$ cat src/rtl/akuma_motion_ctrl.sv
// akuma_motion_ctrl: per-frame motion and animation controller for Akuma.
// Turns debounced button levels into X/Y position, jump physics and a timed
// punch pose. It feeds the sprite selector's AkumaX, AkumaY and sprite inputs.
// State changes only on cycles where frame_tick is high. All outputs are
// registered.
// Optional build macro AKUMA_PUNCH_EDGE_EN: when it is defined, a punch starts
// only on a rising edge of btn_punch. When it is undefined, a held btn_punch
// auto-repeats.
module akuma_motion_ctrl #(
   parameter int X_INIT       = 100,
   parameter int Y_GROUND     = 300,
   parameter int X_MIN        = 0,
   parameter int X_MAX        = 560,
   parameter int WALK_STEP    = 2,
   parameter int JUMP_VEL     = 12,
   parameter int GRAVITY      = 1,
   parameter int PUNCH_FRAMES = 12
) (
   input  logic       vga_clk,
   input  logic       Reset,
   input  logic       frame_tick,
   input  logic       btn_left,
   input  logic       btn_right,
   input  logic       btn_jump,
   input  logic       btn_punch,
   output logic [9:0] AkumaX,
   output logic [9:0] AkumaY,
   output logic [2:0] sprite,
   output logic       busy
);

   localparam int CntW = (PUNCH_FRAMES > 1) ? $clog2(PUNCH_FRAMES) : 1;

   localparam logic signed [11:0] XMinS    = 12'(X_MIN);
   localparam logic signed [11:0] XMaxS    = 12'(X_MAX);
   localparam logic signed [11:0] WalkS    = 12'(WALK_STEP);
   localparam logic signed [11:0] YGndS    = 12'(Y_GROUND);
   localparam logic signed [7:0]  JumpVelS = 8'(JUMP_VEL);
   localparam logic signed [7:0]  GravS    = 8'(GRAVITY);
   localparam logic [CntW-1:0]    CntInit  = CntW'(PUNCH_FRAMES - 1);

   localparam logic [2:0] SprStand = 3'd0;
   localparam logic [2:0] SprPunch = 3'd1;
   localparam logic [2:0] SprJump  = 3'd2;

   typedef enum logic [1:0] {StStand, StPunch, StAir} state_e;

   state_e             state_q, state_d;
   logic [9:0]         x_q, x_d;
   logic [9:0]         y_q, y_d;
   logic signed [7:0]  vy_q, vy_d;
   logic [CntW-1:0]    cnt_q, cnt_d;
   logic [2:0]         sprite_q, sprite_d;
   logic               busy_q, busy_d;
   logic               punch_start;

   // Horizontal step with clamping, shared by STAND and AIR
   logic signed [11:0] x_ext, x_step;
   logic [9:0]         x_walk;

   // One frame of vertical flight; the jump tick uses JUMP_VEL as the velocity
   logic signed [7:0]  vy_src, vy_air;
   logic signed [11:0] y_ext, y_air;
   logic [9:0]         y_air_clip;
   logic               air_land;

`ifdef AKUMA_PUNCH_EDGE_EN
   logic punch_prev_q;

   // Button level from the previous tick, used for rising-edge detection
   always_ff @(posedge vga_clk or posedge Reset) begin
      if (Reset) begin
         punch_prev_q <= 1'b0;
      end else if (frame_tick) begin
         punch_prev_q <= btn_punch;
      end
   end

   assign punch_start = btn_punch & ~punch_prev_q;
`else
   assign punch_start = btn_punch;
`endif

   // Walk step from the left/right levels, clamped to [X_MIN, X_MAX]
   always_comb begin
      x_ext  = $signed({2'b00, x_q});
      x_step = x_ext;
      if (btn_left && !btn_right) begin
         x_step = x_ext - WalkS;
      end else if (btn_right && !btn_left) begin
         x_step = x_ext + WalkS;
      end
      if (x_step < XMinS) begin
         x_walk = 10'(X_MIN);
      end else if (x_step > XMaxS) begin
         x_walk = 10'(X_MAX);
      end else begin
         x_walk = x_step[9:0];
      end
   end

   // Airborne Y and velocity for one frame, with ground and top-of-screen limits
   always_comb begin
      vy_src     = (state_q == StAir) ? vy_q : JumpVelS;
      y_ext      = $signed({2'b00, y_q});
      y_air      = y_ext - $signed({{4{vy_src[7]}}, vy_src});
      vy_air     = vy_src - GravS;
      air_land   = (y_air >= YGndS);
      y_air_clip = (y_air < 12'sd0) ? 10'd0 : y_air[9:0];
   end

   // Next-state and registered output values
   always_comb begin
      state_d  = state_q;
      x_d      = x_q;
      y_d      = y_q;
      vy_d     = vy_q;
      cnt_d    = cnt_q;
      sprite_d = sprite_q;
      busy_d   = busy_q;

      if (frame_tick) begin
         unique case (state_q)
            StStand: begin
               if (punch_start) begin
                  state_d  = StPunch;
                  cnt_d    = CntInit;
                  sprite_d = SprPunch;
                  busy_d   = 1'b1;
               end else if (btn_jump) begin
                  // First rise is applied on the take-off tick
                  if (air_land) begin
                     y_d  = 10'(Y_GROUND);
                     vy_d = 8'sd0;
                  end else begin
                     state_d  = StAir;
                     y_d      = y_air_clip;
                     vy_d     = vy_air;
                     sprite_d = SprJump;
                     busy_d   = 1'b1;
                  end
               end else begin
                  x_d = x_walk;
               end
            end
            StPunch: begin
               if (cnt_q != '0) begin
                  cnt_d = cnt_q - CntW'(1);
               end else begin
                  state_d  = StStand;
                  sprite_d = SprStand;
                  busy_d   = 1'b0;
               end
            end
            StAir: begin
               x_d = x_walk;
               if (air_land) begin
                  state_d  = StStand;
                  y_d      = 10'(Y_GROUND);
                  vy_d     = 8'sd0;
                  sprite_d = SprStand;
                  busy_d   = 1'b0;
               end else begin
                  y_d  = y_air_clip;
                  vy_d = vy_air;
               end
            end
            default: begin
               state_d  = StStand;
               sprite_d = SprStand;
               busy_d   = 1'b0;
            end
         endcase
      end
   end

   // State and output registers
   always_ff @(posedge vga_clk or posedge Reset) begin
      if (Reset) begin
         state_q  <= StStand;
         x_q      <= 10'(X_INIT);
         y_q      <= 10'(Y_GROUND);
         vy_q     <= 8'sd0;
         cnt_q    <= '0;
         sprite_q <= SprStand;
         busy_q   <= 1'b0;
      end else begin
         state_q  <= state_d;
         x_q      <= x_d;
         y_q      <= y_d;
         vy_q     <= vy_d;
         cnt_q    <= cnt_d;
         sprite_q <= sprite_d;
         busy_q   <= busy_d;
      end
   end

   assign AkumaX = x_q;
   assign AkumaY = y_q;
   assign sprite = sprite_q;
   assign busy   = busy_q;

endmodule

$ cat config.mk
export PLATFORM = sky130hd
export DESIGN_NAME = akuma_motion_ctrl
export DESIGN_NICKNAME = d
export VERILOG_FILES = /design/src/rtl/akuma_motion_ctrl.sv
export SDC_FILE = /design/constraint.sdc
export NUM_CORES = 1
export LEC_CHECK = 0
export ABC_AREA = 1
export BUFFER_PORTS_ARGS = -buffer_cell sky130_fd_sc_hd__buf_2
export CAP_MARGIN = 5
export CORE_ASPECT_RATIO = 1.2
export CORE_MARGIN = 2
export CORE_UTILIZATION = 53
export CTS_BUF_LIST = sky130_fd_sc_hd__clkbuf_16
export DETAILED_ROUTE_END_ITERATION = 10
export PLACE_DENSITY = 0.76
export RECOVER_POWER = 100
export SLEW_MARGIN = 30
export SYNTH_ARGS = -nofsm -noshare
export SYNTH_HDL_FRONTEND = slang
export SYNTH_SLANG_ARGS = --single-unit
$ cat constraint.sdc
create_clock -name vga_clk -period 2.56 [get_ports vga_clk]
set_input_delay 0.256 -clock vga_clk [delete_from_list [all_inputs] [get_ports vga_clk]]
set_output_delay 0.256 -clock vga_clk [all_outputs]
set_load 0.01 [all_outputs]
==> results of run 1 <==
-- worst reg2reg max path, delay by kind of cell, from the launching register on --
| family | cells | cell delay, ps |
|---|---|---|
| and+or+nand+nor | 8 | 860 |
| adders and majority gates | 1 | 230 |
| buffers and inverters | 6 | 530 |
| DFF | 1 | 360 |
| AOI/OAI and AO/OA | 3 | 420 |
-- per-layer routing --
| metal | up-vias | GRT usage (%) | wire (um) |
|---|---|---|---|
| met3 | 16 | 3.16 | 291 |
| met1 | 1301 | 28.8 | 2950 |
| met5 | - | 0 | 0 |
| li1 | 1377 | - | - |
| met4 | 0 | 8.43 | 163 |
| met2 | 97 | 46.6 | 3790 |
-- final timing paths --
check | from | end | slack [ps] | depth (start not counted)
max | sprite[1] | vy_q[0] | 50 | 18
min | Reset | sprite[1] | 60 | 2
max reg2reg | sprite[1] | vy_q[0] | 50 | 18
min reg2reg | busy | busy | 490 | 2
max in group asynchronous | Reset | AkumaY[4] | 1200 | 3
min in group vga_clk | btn_punch | sprite[1] | 300 | 4
-- area by class of cell --
type / instances / share of cell area [%]
inverter: 64 / 7.05
tap: 60 / 2.16
multi-input combinational: 288 / 52.3
timing repair buffer: 53 / 8.95
clock buffer: 5 / 3.60
clock inverter: 3 / 1.19
sequential: 34 / 24.7
-- cell families (layout without fill, tap and decap cells) --
kind of cell / after synthesis / count (layout) / share of synthesized area, %
AND/OR/NAND/NOR: 199 / 199 / 33.7
buffers and inverters: 69 / 125 / 9.85
flip-flops: 34 / 34 / 31.8
adder cells (fa/ha/maj): 16 / 16 / 7.67
other: 1 / 2 / 0.139
AO/OA/AOI/OAI: 60 / 60 / 13.4
XOR/XNOR: 11 / 11 / 3.56
-- layout by cell type, fill, tap and decap left out, types with 5 or more instances in the layout --
cell type / instances
nand3_1: 30
nand4_1: 9
nand3_2: 8
buf_2: 15
buf_4: 23
a21oi_1: 7
nor2_1: 24
o22ai_1: 5
inv_2: 10
clkbuf_1: 14
nor3_1: 7
clkbuf_16: 5
nor2_2: 6
inv_1: 53
o21ai_0: 20
xor2_1: 7
nand2_4: 5
dfrtp_1: 26
nand2_2: 17
nor2_4: 6
nand2_1: 83
a21oi_2: 7
ha_1: 8
ha_4: 6
-- power groups by stage --
| stage | Combinational (mW) | Clock (mW) | Sequential (mW) |
|---|---|---|---|
| 5_1_grt | 3.51 | 0.706 | 1.03 |
| 3_5_place_dp | 2.68 | 0 | 0.984 |
| 2_1_floorplan | 1.75 | 0 | 1.02 |
| 4_1_cts | 2.76 | 0.678 | 0.991 |
| 6_report | 3.19 | 0.676 | 1.00 |
| 3_3_place_gp | 2.62 | 0 | 0.979 |
-- per-stage QoR --
stage               total power [mW]  std cells  setup WS (ps)  hold slack (ps)  util, %
finish                          4.87        507           45.3             58.2     70.4
detailed placement              3.66        495          -83.9              375     61.9
CTS                             4.43        504           9.86             81.3     66.5
global route                    5.25        507           -138              133     70.4
global placement                3.60        495          -82.7              371     61.9
floorplan                       2.77        391           39.7              392        -
-- flip-flops by register name (all words and copies together) (netlist names) --
signal and flops:
AkumaX 9, AkumaY 10, busy 1, sprite 2, vy_q 8, cnt_q 4
-- repair_timing --
action / in CTS / in global routing
setup endpoints to repair: 12 / 20
buffers inserted: 1 / 3
hold buffers: 0 / 0
gates resized for setup: 11 / 48
pin swaps: 2 / 11
==> summary.txt, run 1 <==
Floorplan
  – IO Pins: 31
  – Rows: 28
  – Starting Density: between 50% and 60%
  – Die width: 69.2 um
  – Die height: roughly 82 um
  – Full die area: 5700 um2
  – CORE AREA: 4940 um2

Global routing
  – Vias in the first global route: 2593
  – Total track usage: 24.6%
  – First-pass GRT wire length: approximately 11 mm
  – Grt ovf: 0
  – Initial antenna violation count: 0
  – Largest net degree at the start of global routing: 19

Timing
  – Setup-failing EPs final: 0
  – Worst Skew: 7.56 ps
  – Relative slew slack: about a third
  – Crit path time final: 2510 ps
  – Final max-slew violation count: 0
  – Fin Setup TNS: 0 ps
  – Fmax: 0.398 GHz
  – Worst-margin pin slew: around 970 ps
  – Share of the clock period used by the worst path: 98.2%
  – Hold Fails Final Rpt: 0
  – RSZ-0062 raised after global routing: yes

Run status
  – Outcome: finished, final reports clean

Clock tree
  – CTS max path bufs: 2
  – CTS clock-pin slew for the worst setup and hold paths: 60 ps
  – Insertion delay to the later sink of the worst-skew pair: 280 ps
  – Root Driver: clkbuf_16
  – Num Clock Sinks: 34
  – TritonCTS clock tree: yes
  – Total CTS buffers: 5
  – H-Tree Depth: 2

Placed design
  – Placed Area: ~3100 um2
  – Dpl hpwl: 5.30 mm
  – I/O Buffers: 28
  – Gp weighted congestion: just over 0.9

Power and ir drop
  – Switching pwr: around 2.4 mW
  – Leakage: approximately 1.7 nW
  – Clock share of power: 13.9%
  – Comb pwr share: 65.5%
  – PD cells: 1400 nW/um2
  – Peak VDD IR: 1.00 mV
  – P_int: 2.48 mW
  – Flop pwr share: 20.6%
  – Sw Ratio: slightly below 50%

Yosys
  – Most common cell in the synthesized netlist: nand2_1
  – Syn_area_per_cell: approximately 6.9 um2
  – Synth Instances: 390
  – Yosys top cell area share: 25.0%
  – Number of synthesized flops with an enable pin: 0
  – Most frequent cells after synthesis: nand2_1, inv_1, nand3_1
  – Ys async rst share: 100%
  – Synth cell types: 39
  – Top cells by area, synth: dfrtp_1, nand2_1, inv_1
  – Yosys warnings: 0
  – Register bit total from synthesis: 34
  – Sequential area share after synthesis: 31.8%
  – Most used DFF post-synth: dfrtp_1
  – Syn Std Cell Area: 2710 um2
  – Cell taking the most area after synthesis: dfrtp_1

Setup path
  – Arrival @ worst endpoint: between 2000 and 3000 ps
  – Buf+Inv Stages, Crit Path: 6
  – Kind of critical path: register to register
  – CP required: 2740 ps
  – Worst path slowest cell: dfrtp_2
  – Critical path fanouts, max: 7
  – Startpoint Class: register
  – Critical Path Sink Type: register
  – Crit-path cells: inv_2 > nor2_4 > inv_4 > nor2_4 > inv_4 > ha_4 > inv_1 > buf_4 > o21bai_1 > a21oi_1 > nand3_1 > nand2_1 > nand3_2 > nand2_4 > nand2_4 > inv_2 > nand3_1 > o21ai_0
  – CP delay by family, top: simple AND/OR/NAND/NOR gates
  – Crit path largest cell delay: about 360 ps

Layout
  – Share of cells above drive strength 1: ~28%
  – Final-layout fill cell count: 410
  – Multi-input logic area: 1820 um2
  – Syn-to-layout area delta: 28.6%
  – Post-route design area: about 3500 um2
  – FF/Latch Area: 861 um2
  – Antenna Diode Count: 0
  – NumNets Final: between 400 and 500

Route
  – First-pass iteration count of the detailed router: 5
  – Via density: ~5.5
  – Remaining antenna violation count: 0
  – Detailed Route Iter0 Violations: between 150 and 200
  – DR WL/cell: roughly 14 um
  – DRT Wirelength: 7.19 mm
  – Total number of vias: roughly 2800
  – DRC viols: 0

Flow run
  – Max-cap violation count: 0

Worst hold path
  – Min-delay worst type: input pin to asynchronous set/reset pin
Power figures use the tool's default switching activity.
==> run 2, diff against run 1 <==
- CORE_UTILIZATION: 53 -> 64
- PLACE_DENSITY: 0.76 -> 0.85
- clock period: 2.56 -> 3.2 ns (I/O delays scaled with it)
==> run 2 against run 1 <==
  * Clock skew is 3.2 ps lower
  * Worst setup slack better by 230 ps
  * Clock power is 33% lower
  * Critical path depth is 1 higher
  * Via count is 1.6% lower
  * Final area is 13% lower
  * Fmax is 14% lower
  * Largest power group unchanged
==> summary.txt, run 2 (same netlist as run 1, synthesis figures left out) <==
Floorplan
  – Rows: 25
  – Starting Density: 67.6%
  – Die width: 63.4 um
  – Die height: 75.2 um
  – CORE AREA: 4000 um2
  – Full die area: about 4800 um2
  – IO Pins: 31

Clock tree
  – Root Driver: clkbuf_16
  – H-Tree Depth: 2
  – TritonCTS clock tree: yes
  – Num Clock Sinks: 34
  – CTS max path bufs: 2
  – Total CTS buffers: 5
  – Insertion delay to the later sink of the worst-skew pair: roughly 280 ps
  – CTS clock-pin slew for the worst setup and hold paths: 50 ps
  – # hold bufs at CTS: 0

Route
  – DRT Wirelength: 6.73 mm
  – Remaining antenna violation count: 0
  – First-pass iteration count of the detailed router: 5
  – DRC viols: 0
  – Via density: 5.71
  – Detailed Route Iter0 Violations: 201
  – DR WL/cell: 14.0 um
  – Total number of vias: 2746

Global routing
  – Vias in the first global route: 2586
  – Total track usage: a little under a third
  – Largest net degree at the start of global routing: 31
  – Initial antenna violation count: 0
  – Grt ovf: 0
  – First-pass GRT wire length: 11.4 mm

Timing
  – Crit path time final: 2920 ps
  – Share of the clock period used by the worst path: between 90% and 100%
  – Setup-failing EPs final: 0
  – Fmax: 0.342 GHz
  – Hold Fails Final Rpt: 0
  – Worst Skew: 4.31 ps
  – Final max-slew violation count: 0
  – RSZ-0062 raised after global routing: no
  – Worst-margin pin slew: 1150 ps
  – Fin worst setup slack: roughly 280 ps
  – Relative slew slack: 23.0%
  – Fin Setup TNS: 0 ps
  – Worst hold margin: 343 ps

Placed design
  – Dpl ws: 242 ps
  – Placed Area: 2910 um2
  – Gp weighted congestion: 0.925
  – I/O Buffers: 28
  – Dpl hpwl: 5.13 mm

Flow run
  – Max-cap violation count: 0

Power and ir drop
  – Clock share of power: 14.3%
  – P_int: 1.54 mW
  – Switching pwr: 1.64 mW
  – PD cells: ~1000 nW/um2
  – Comb pwr share: about three fifths
  – Leakage: 1.53 nW
  – Peak VDD IR: between 0.7 and 0.8 mV
  – Total chip power: 3.18 mW
  – Sw Ratio: 51.6%
  – Flop pwr share: 25.0%

Setup path
  – Startpoint Class: register
  – Arrival @ worst endpoint: about 3100 ps
  – Critical path fanouts, max: 9
  – CP required: 3350 ps
  – Kind of critical path: register to register
  – Critical Path Sink Type: register
  – R2r setup slk: 280 ps

Layout
  – NumNets Final: approximately 450
  – Highest-count cells in the layout ignoring fill and taps: nand2_1, inv_1, nand3_1
  – Largest register FFs: 10
  – Post-route design area: just over 3000 um2
  – Commonest non-fill, non-tap cell in the layout: nand2_1
  – Share of cells above drive strength 1: 12.9%
  – Antenna Diode Count: 0
  – Syn-to-layout area delta: 12.2%

Worst hold path
  – Min-delay worst type: input pin to asynchronous set/reset pin

Run status
  – Outcome: finished, final reports clean
[run 2: metrics by stage]
stage	instances	utilization, %
floorplan	391	-
global placement	471	72.8
detailed placement	471	72.8
CTS	479	76.2
global route	481	75.8
finish	481	75.8
[run 2: cell type report]
type                    instances  area, um2
multi-input cells             288       1580
flip-flops and latches         34        862
clock buffers                   5        125
repair buffers                 33        153
fillers                       334        967
well taps                      54       67.6
inverters                      64        240
clock inverters                 3       11.3
[run 2: final timing paths]
path	from	end	cells after the start
worst max-delay path	sprite[1]	vy_q[7]	19
worst min-delay path	Reset	cnt_q[1]	2
worst max register to register	sprite[1]	vy_q[7]	19
worst min register to register	busy	busy	2
max in group asynchronous	Reset	AkumaY[8]	3
min in group vga_clk	btn_punch	sprite[1]	4
[run 2: worst max-delay path, stage by stage, from the launching register on]
cell and delay, ps:
dfrtp_2 430, inv_2 70, nor2_4 140, inv_2 90, nor2_1 160, ha_1 180
inv_1 60, fa_1 440, nand3_1 170, nand2_1 90, nand3_1 110, nand2_1 70
nand2_1 60, nand2_1 60, nor2_2 140, nand2_2 110, nand2_4 140, inv_2 80
o211ai_1 110, o21ai_1 90
[run 2: what timing repair did]
action / CTS / global route
gates resized for setup: 0 / 5
buffers inserted: 0 / 2
endpoints found under the setup margin: 0 / 19
hold endpoints to repair: 0 / 0
[run 2: layer usage]
metal | up-vias | part of all wire [%] | global-route usage [%]
li1 | 1339 | - | -
met4 | 0 | 2.6 | 13.8
met3 | 15 | 4.8 | 2.99
met2 | 123 | 51 | 58.0
met5 | - | 0 | 0
met1 | 1269 | 41 | 34.4
[run 2: power by group through the flow]
stage          sequential, mW  combinational, mW  clock, mW
2_1_floorplan           0.813               1.40          0
3_3_place_gp            0.801               1.85          0
3_5_place_dp            0.805               1.90          0
4_1_cts                 0.801               1.92      0.454
5_1_grt                 0.818               2.18      0.466
6_report                0.795               1.93      0.453
==> run 3, diff against run 2 <==
- CORE_UTILIZATION: 64 -> 59
- PLACE_DENSITY: 0.85 -> 0.79
- clock period: 3.2 -> 2.8 ns (I/O delays scaled with it)
==> run 3 against run 2 <==
  * The flow now finishes with violations (max-capacitance violations, max-slew violations)
  * Count of clock-buffer cells in the layout is the same
  * Non-clock buffer count grew 3
  * Critical path depth grew 2
  * Core utilization shrank 5.1 points
  * Flip-flop and latch count is the same
  * Combinational power grew 25%
  * Largest cell class unchanged
  * Global-route usage shrank 2.5 points
  * Clock power grew 16%
==> summary.txt, run 3 (same netlist as run 1, synthesis figures left out) <==
Route
  – Detailed Route Iter0 Violations: 176
  – First-pass iteration count of the detailed router: 4
  – Via density: 5.55
  – DR WL/cell: 14.2 um
  – DRT Wirelength: 6.92 mm
  – DRC viols: 0
  – Remaining antenna violation count: 0
  – Total number of vias: about 2700

Power and ir drop
  – Leakage: 1.56 nW
  – Peak VDD IR: 0.737 mV
  – PD cells: 1210 nW/um2
  – Total chip power: 3.83 mW

Clock tree
  – Total CTS buffers: 5
  – TritonCTS clock tree: yes
  – CTS max path bufs: 2
  – Num Clock Sinks: 34
  – CTS clock-pin slew for the worst setup and hold paths: 50 ps
  – Root Driver: clkbuf_16
  – Insertion delay to the later sink of the worst-skew pair: between 200 and 300 ps
  – H-Tree Depth: 2

Timing
  – Share of the clock period used by the worst path: 93.8%
  – Final max-slew violation count: 35
  – Fin worst setup slack: 174 ps
  – Worst-margin pin slew: ~1900 ps
  – Crit path time final: 2630 ps
  – Worst Skew: 4.03 ps
  – Fmax: 0.381 GHz
  – Setup-failing EPs final: 0
  – Hold Fails Final Rpt: 0
  – Worst hold margin: 325 ps
  – Relative slew slack: -24.4%

Global routing
  – First-pass GRT wire length: 11.2 mm
  – Vias in the first global route: 2614
  – Largest net degree at the start of global routing: 35
  – Initial antenna violation count: 0
  – Total track usage: about 28%
  – Grt ovf: 0

Flow run
  – Max-cap violation count: 1

Layout
  – Commonest non-fill, non-tap cell in the layout: nand2_1
  – Post-route design area: between 3000 and 4000 um2
  – NumNets Final: 452
  – Largest register FFs: 10
  – Highest-count cells in the layout ignoring fill and taps: nand2_1, inv_1, nand3_1
  – Syn-to-layout area delta: 17.4%
  – Final Non-Filler Cells: 488
  – Share of cells above drive strength 1: 17.7%
  – Antenna Diode Count: 0

Setup path
  – Cell mode on critical path: nand2_1
  – Crit path largest cell delay: 390 ps
  – Critical path fanouts, max: 5
  – Kind of critical path: register to register
  – Startpoint Class: register
  – Worst path slowest cell: fa_2
  – Arrival @ worst endpoint: 2790 ps
  – Crit-path cells: inv_2 > nor2_4 > inv_4 > nor2_4 > ha_1 > inv_1 > fa_2 > nand3_2 > nand2_1 > nand3_2 > nand2_1 > nand2_1 > nand2_1 > nor2_2 > nand2_2 > nand3_1 > nand2_1 > inv_2 > nand2_2 > nand2_1 > nand2_1
  – CP required: 2960 ps
  – Critical Path Sink Type: register

Placed design
  – Dpl ws: 3.24 ps
  – Placed Area: 2930 um2
  – Gp weighted congestion: 0.918
  – Dpl cells: 477
  – I/O Buffers: 28
  – Dpl hpwl: 5.09 mm

Floorplan
  – Die height: a little under 80 um
  – Die width: 65.8 um
  – Starting Density: 60.2%
  – Full die area: 5150 um2
  – IO Pins: 31
  – CORE AREA: 4490 um2
  – Rows: 27

Run status
  – Failing checks: max-capacitance violations, max-slew violations
  – Outcome: finished with violations

Worst hold path
  – Min-delay worst type: input pin to register
## run 3: cell types whose count changed in the layout (fill, tap and decap cells not counted), sizes merged
cell and change:
clkbuf +1, clkinv +1, inv -1, buf +2
## run 3: power breakdown
part	switching [mW]	internal, mW	leakage [nW]
clock network	0.204	0.321	0.0724
logic	1.56	0.846	1.07
registers	0.201	0.698	0.421
total	1.97	1.87	1.56
## run 3: metal layers
metal / up-vias / global-route usage, % / part of all wire [%]
li1: 1346 / - / -
met1: 1286 / 31.9 / 41
met2: 63 / 50.9 / 55
met3: 12 / 3.01 / 3.2
met4: 0 / 12.3 / 1.6
met5: - / 0 / 0
## run 3: timing repair
| item | CTS | global route |
|---|---|---|
| pin swaps | 1 | 5 |
| gates resized for setup | 1 | 21 |
| hold buffers | 0 | 0 |
| endpoints found under the hold margin | 0 | 0 |
| setup endpoints to repair | 4 | 20 |
| buffers inserted | 0 | 3 |
## run 3: area by class of cell
| cell class | count | area, um2 |
|---|---|---|
| timing repair buffer | 36 | 171 |
| tap | 58 | 72.6 |
| sequential | 34 | 860 |
| clock inverter | 3 | 12.5 |
| inverter | 64 | 243 |
| multi-input combinational | 288 | 1690 |
| fill | 397 | 1320 |
| clock buffer | 5 | 125 |
## run 3: critical path: cells and delay by family, from the launching register on
kind / cells / cell delay [ps]
adder cells (fa/ha/maj): 2 / 550
buffers and inverters: 4 / 270
flip-flops: 1 / 370
AND/OR/NAND/NOR: 15 / 1310
## run 3: per-stage QoR
| stage | TNS [ps] | utilization, % |
|---|---|---|
| after floorplan | 0 | - |
| after global placement | 0 | 65.3 |
| after detailed placement | 0 | 65.3 |
| after CTS | 0 | 68.4 |
| after global routing | -92.5 | 70.7 |
| final | 0 | 70.7 |
## run 3: final timing paths
check	start	slack, ps	cells after the start	end
max in group asynchronous	Reset	1050	3	vy_q[7]
min in group asynchronous	Reset	660	3	AkumaX[8]
worst min-delay path	btn_punch	320	4	sprite[1]
worst max register to register	sprite[1]	170	21	sprite[0]
worst min register to register	busy	470	2	busy
worst max-delay path	sprite[1]	170	21	sprite[0]
